--- config.mk ---
export PLATFORM = sky130hd
export DESIGN_NAME = fmv_w_x
export DESIGN_NICKNAME = d
export VERILOG_FILES = /design/src/rtl/fmv_w_x.sv
export SDC_FILE = /design/constraint.sdc
export NUM_CORES = 1
export LEC_CHECK = 0
export BUFFER_PORTS_ARGS = -buffer_cell sky130_fd_sc_hd__buf_2
export CORE_AREA = 2 2 119 121
export CTS_BUF_LIST = sky130_fd_sc_hd__clkbuf_8
export CTS_CLUSTER_SIZE = 12
export DETAILED_ROUTE_END_ITERATION = 12
export DIE_AREA = 0 0 121 123
export GPL_ROUTABILITY_DRIVEN = 0
export PLACE_DENSITY = 0.67
export SYNTH_ARGS = -nofsm -noshare
export SYNTH_HDL_FRONTEND = slang
export SYNTH_SLANG_ARGS = --single-unit
--- constraint.sdc ---
create_clock -name CLK -period 1.4 [get_ports CLK]
set_input_delay 0.14 -clock CLK [delete_from_list [all_inputs] [get_ports CLK]]
set_output_delay 0.14 -clock CLK [all_outputs]
set_load 0.02 [all_outputs]
--- src/rtl/fmv_w_x.sv ---
// FMV.W.X move unit: low word of rs -> f-register write through a capture stage and a 2-entry FIFO.
// Define FMVWX_NANBOX_EN to NaN-box the upper word; otherwise it is zero-extended.
module fmv_w_x #(
    parameter int DEPTH = 2,
    parameter int TAGW  = 5
) (
    input  logic            CLK,
    input  logic            RST,
    input  logic            EN,
    input  logic            in_valid,
    output logic            in_ready,
    input  logic [63:0]     rs,
    input  logic [TAGW-1:0] in_rd,
    output logic            out_valid,
    input  logic            out_ready,
    output logic [63:0]     out_data,
    output logic [TAGW-1:0] out_rd,
    output logic            busy
);

`ifdef FMVWX_NANBOX_EN
    localparam logic [31:0] UPPER = 32'hFFFF_FFFF;
`else
    localparam logic [31:0] UPPER = 32'h0000_0000;
`endif
    localparam logic [1:0] FULL = DEPTH[1:0];

    logic            s1_valid_q, s1_valid_d;
    logic [31:0]     s1_data_q;
    logic [TAGW-1:0] s1_rd_q;
    logic [63:0]     mem_data_q [2];
    logic [TAGW-1:0] mem_rd_q   [2];
    logic            wr_ptr_q, rd_ptr_q;
    logic [1:0]      count_q, count_d;
    logic            pop, s1_adv, accept;
    logic            unused_rs_hi;

    // Both ports transfer on an edge where valid && ready; ready never looks at valid.
    assign pop       = out_valid && out_ready;
    assign s1_adv    = s1_valid_q && ((count_q < FULL) || pop);
    assign in_ready  = EN && (!s1_valid_q || s1_adv);
    assign accept    = in_valid && in_ready;

    assign out_valid = (count_q != 2'd0);
    assign out_data  = mem_data_q[rd_ptr_q];
    assign out_rd    = mem_rd_q[rd_ptr_q];
    assign busy      = s1_valid_q || (count_q != 2'd0);

    assign s1_valid_d   = accept || (s1_valid_q && !s1_adv);
    assign count_d      = count_q + {1'b0, s1_adv} - {1'b0, pop};
    assign unused_rs_hi = ^rs[63:32];

    always_ff @(posedge CLK or negedge RST) begin
        if (!RST) begin
            s1_valid_q <= 1'b0;
            s1_data_q  <= 32'h0;
            s1_rd_q    <= '0;
            wr_ptr_q   <= 1'b0;
            rd_ptr_q   <= 1'b0;
            count_q    <= 2'd0;
            for (int i = 0; i < 2; i++) begin
                mem_data_q[i] <= 64'h0;
                mem_rd_q[i]   <= '0;
            end
        end else begin
            s1_valid_q <= s1_valid_d;
            count_q    <= count_d;
            if (accept) begin
                s1_data_q <= rs[31:0];
                s1_rd_q   <= in_rd;
            end
            // At count==2 with a pop, wr_ptr equals rd_ptr: the slot being read out is refilled.
            if (s1_adv) begin
                mem_data_q[wr_ptr_q] <= {UPPER, s1_data_q};
                mem_rd_q[wr_ptr_q]   <= s1_rd_q;
                wr_ptr_q             <= ~wr_ptr_q;
            end
            if (pop) begin
                rd_ptr_q <= ~rd_ptr_q;
            end
        end
    end

endmodule

Word level (Yosys, flattened, before mapping). Index checks and enable logic that the tools add are counted. W data, S select, Z words.

Output and inout port bits: 72. Register bits after elaboration: 180. Logic and storage cells: 45.

Order comparisons: 4. Bitwise operators: 4. Add/subtract/negate cells: 2. Reduce and logical (&&, ||, !) cells: 13. Multiplexer cells: 12.

Operators by type and width (number): $mux W64 (4); $bwmux W128 (1); $demux W64 S1 (1); $mux W5 (4); $bwmux W10 (1); $logic_and A1 B1 Y1 (6); $demux W5 S1 (1); $ge A2 B2 Y1 const B (2); $logic_or A1 B1 Y1 (4); $not A1 Y2 (2); $add A2 B1 Y2 (1); $logic_not A1 Y1 (2); $lt A2 B1 Y1 const B (1); $lt A2 B2 Y1 const B (1); $not A1 Y1 (2); $reduce_bool A2 Y1 (1); $sub A2 B1 Y2 (1).

Logic depth before layout (Yosys ltp).
Word-level depth: 8. Gate-level depth with buffers: 6. Gate-level depth less buffers: 5.

Worst setup path before layout. OpenSTA, ideal clock, no wires.

Path type: register -> register. Start: register count_q[1]. End: register s1_data_q[1]. Path slack: -0.099 ns. Clock period less this slack: 1.499 ns. Data required time: 1.275 ns. Setup time: 0.125 ns. Arrival: 1.375 ns. Stages on the path, launching flop included: 5. Cells stage by stage: dfrtp_1 > nor2b_4 > a21oi_4 > clkbuf_8 > mux2_2.

Word-level cells in the longest chain between the ends: 7.

Ends and longest elaborated chain: start, declared (line 34) `logic [1:0] count_q, count_d;`; start signal, assigned (line 67) `count_q <= count_d;`; branches (longest 2 deep; another with $lt A2 B2 Y1); $logic_or A1 B1 Y1 (*) (line 40) `assign s1_adv = s1_valid_q && ((count_q < FULL) || pop);`; $logic_and A1 B1 Y1 (*) (line 40); $logic_or A1 B1 Y1 (*) (line 41) `assign in_ready = EN && (!s1_valid_q || s1_adv);`; $logic_and A1 B1 Y1 (*) (line 41); $logic_and A1 B1 Y1 (*) (line 42) `assign accept = in_valid && in_ready;`; end signal, assigned (line 69) `s1_data_q <= rs[31:0];`; end, declared (line 29) `logic [31:0] s1_data_q;`.

Mark *: on every way between the ends. A chain may end at the register's enable or synchronous reset.

Worst setup path in the final report.
Start: register rd_ptr_q. End: output port out_data[2].

Word-level cells in the longest chain between the ends: 4.

Ends and longest elaborated chain: start, declared (line 33) `logic wr_ptr_q, rd_ptr_q;`; start signal, assigned (line 79) `rd_ptr_q <= ~rd_ptr_q;`; $not A1 Y2 (not written as such) (line 45) `assign out_data = mem_data_q[rd_ptr_q];`; $mux W64 (not written as such) (3 in series) (line 45); end, declared (line 16) `output logic [63:0] out_data,`.

Every way passes these cells. The select of a mux whose other input is x is not followed.

==> results by group <==
Synth
  – Simple-gate area share of the yosys netlist: 0.0181
  – Synth warn: 0
  – Combinational family with the most area after synthesis: multiplexers
  – Synth Area in Compound Gates: 0.00680
  – Yosys top cell area share: 0.544
  – Dominant cells by area after synthesis: dfrtp_1 54%, mux2_2 21%, mux2_4 14%, buf_4 4.6%, buf_6 1.3%
  – Count leader, synth: dfrtp_1
  – Synth Area in XOR/XNOR: 0.00328
  – Synthesized area: 5340 um^2
  – Mux cell area share after synthesis: 0.347
  – Async SR Flop Fraction: 1.00
  – Post-synth EDFFs: 0
  – Synth cell types: 27
  – Top cells by count, synth: 116 x dfrtp_1, 98 x mux2_2, 49 x mux2_4
  – Cell count after synthesis: 336
  – Largest area contributor in the netlist: dfrtp_1
  – Synth Register Bits: 116
  – Avg Cell Area, Syn: 15.9 um^2
  – Synth Flop Type: dfrtp_1
  – Sequential-to-total area share from yosys stat: 0.544
  – Adder-cell area share of the yosys netlist: 0.00234

Timing
  – Fin. max-slew vios: 0
  – Final setup slack of the worst path: -0.313 ns
  – Clk_skew: 0.00580 ns
  – Fmax: 584 MHz
  – Final hold vios: 0
  – Final setup fails: 151
  – Final period util: 1.22
  – Fin crit period: 1.71 ns
  – Worst hold margin: 0.0983 ns
  – RSZ-0062 raised after global routing: yes

CTS
  – Clk Latency, worst-skew pair: 0.43 ns
  – CTS root buf: clkbuf_8
  – Clock-pin slew on the worst setup and hold paths: 0.07 ns
  – H-tree depth: 4
  – Num CTS Buffers: 17
  – Clock sinks: 116
  – CTS tree: done
  – Clock buffer depth: 2

Power
  – Worst VDD drop: 1.15 mV
  – P_leak: 3.68 nW
  – Total Power: 16.5 mW
  – P per Cell Area: 2190 nW/um^2

Layout
  – Layout area overhead: 40.8%
  – Nets@finish: 575
  – Number of diodes: 0
  – Fillcell total: 1,088
  – Layout cells sized above 1: 0.607

Setup path
  – Largest stage delay, worst path: 0.41 ns
  – R2R setup slack: -0.23 ns
  – Crit-path cells: buf_12, mux2_2, buf_2
  – Peak fanout along the critical path: 21
  – Arr. time, crit path: 1.57 ns
  – Crit path launch type: flop
  – Reg2Reg Depth: 7
  – CP max stage cell: dfrtp_2
  – CP Capture Type: output pin
  – Worst EP required: 1.26 ns
  – Crit Path Class: reg -> out

Floorplanning
  – Die H: 123 um
  – Core Box Area: 13,600 um^2
  – I/O pins: 146
  – Die area: 14,900 um^2
  – # rows: 43
  – Initial Util: 0.392
  – Die width: 121 um

Global routing
  – Vias in the first global route: 3,496
  – First-pass GRT wire length: 18,700 um
  – GR Util All Layers: 0.167
  – Congestion Overflow GR: 0
  – Largest net degree at the start of global routing: 54
  – Initial antenna violation count: 0

Min path
  – Min-Delay Path Class: in -> async

Status
  – Status: finished, violations left
  – Failing checks: setup timing

Detailed routing
  – Pre-antenna DRT Iters: 4
  – Final ANT Viol Nets: 0
  – DRC: 0
  – WL per Instance: 16.8 um
  – Final WL: 11,600 um
  – Number of DRC markers in iteration 0: 83
  – Vias: 3,148
  – DR vias/cell: 4.55

Job
  – Max-cap viol count: 0

Placed design
  – Final HPWL DP: 6330 um
  – Buffers on Ports: 81
-- path summary, 6_finish.rpt --
| kind | start | endpoint |
|---|---|---|
| worst max-delay path | rd_ptr_q | out_data[2] |
| worst min-delay path | RST | mem_rd_q[4] |
| worst max register to register | count_q[1] | mem_data_q[85] |
| worst min register to register | mem_rd_q[2] | mem_rd_q[2] |
| max in group asynchronous | RST | rd_ptr_q |
| min in group CLK | out_ready | s1_valid_q |
-- worst max-delay path, delay by kind of cell, from the launching register on --
| kind | cells | cell delay (ns) |
|---|---|---|
| multiplexers | 1 | 0.36 |
| buffers and inverters | 2 | 0.36 |
| flip-flops | 1 | 0.41 |
-- timing repair --
| action | CTS | global route |
|---|---|---|
| endpoints found under the setup margin | 149 | 154 |
| hold buffers | 40 | 0 |
| pin swaps | 3 | 4 |
| cloned | 10 | 0 |
| resized for setup | 86 | 26 |
| setup buffers | 20 | 4 |
| hold endpoints to repair | 154 | 0 |
-- per-layer routing --
layer,up-vias,global-route usage,wire [um]
met1,1616,0.219,5160
li1,1440,-,-
met3,13,0.0475,496
met4,0,0.0589,158
met5,-,0,0
met2,79,0.265,5780
-- cell type report --
cell class              count  area [um^2]  share of cell area
clock inverters            11          134              0.0178
inverters                   1         3.75            0.000499
clock buffers              20          275              0.0366
repair buffers            162         1550               0.207
well taps                 180          225              0.0300
flip-flops and latches    116         2900               0.386
multi-input cells         202         2420               0.322
-- placed cells by master, fill, tap and decap left out --
cell	instances
xnor2_1	2
buf_2	68
buf_4	9
nor2b_4	1
clkinvlp_4	2
dlygate4sd3_1	40
nand2b_4	1
nand2_4	1
clkbuf_8	20
and4bb_2	1
conb_1	32
clkinv_2	5
buf_8	2
buf_16	5
nand2_1	4
mux2_4	117
buf_6	21
nand3b_1	1
a21oi_4	1
dfrtp_2	1
or3_4	1
bufinv_16	3
nor3_4	1
ha_2	1
o21ai_1	1
o21ai_0	1
mux2_2	31
buf_12	17
and2_4	1
a21oi_1	2
inv_1	2
or2b_1	1
or2_4	1
dfrtp_1	115
-- report_power, final --
| part | internal [mW] | switching [mW] | total (mW) |
|---|---|---|---|
| clock network | 1.87 | 1.32 | 3.19 |
| logic | 4.55 | 3.16 | 7.71 |
| registers | 4.74 | 0.836 | 5.57 |
-- flip-flops by register name (all words and copies together), names as in the netlist --
signal,count
mem_data_q,64
s1_data_q,32
s1_rd_q,5
wr_ptr_q,1
count_q,2
s1_valid_q,1
mem_rd_q,10
rd_ptr_q,1
-- logic make-up (layout without fill, tap and decap cells) --
family | Yosys count | after routing
compound gates | 5 | 5
fa+ha+maj | 1 | 1
xor+xnor | 2 | 2
other cells | 1 | 32
mux | 148 | 148
flops | 116 | 116
buf+inv | 49 | 194
simple gates | 14 | 14
-- metrics by stage --
step                      area, um^2  setup TNS [ns]   util  worst slack, ns  instances
after floorplan                 5540           -3.24      -          -0.0813        367
after global placement          6020           -3.79  0.442           -0.113        598
after detailed placement        6020           -5.31  0.442           -0.141        598
after CTS                       7580          -30.44  0.557           -0.357        698
after global routing            7520          -34.91  0.552           -0.366        692
final                           7520          -25.91  0.552           -0.313        692
Power figures use the tool's default switching activity.
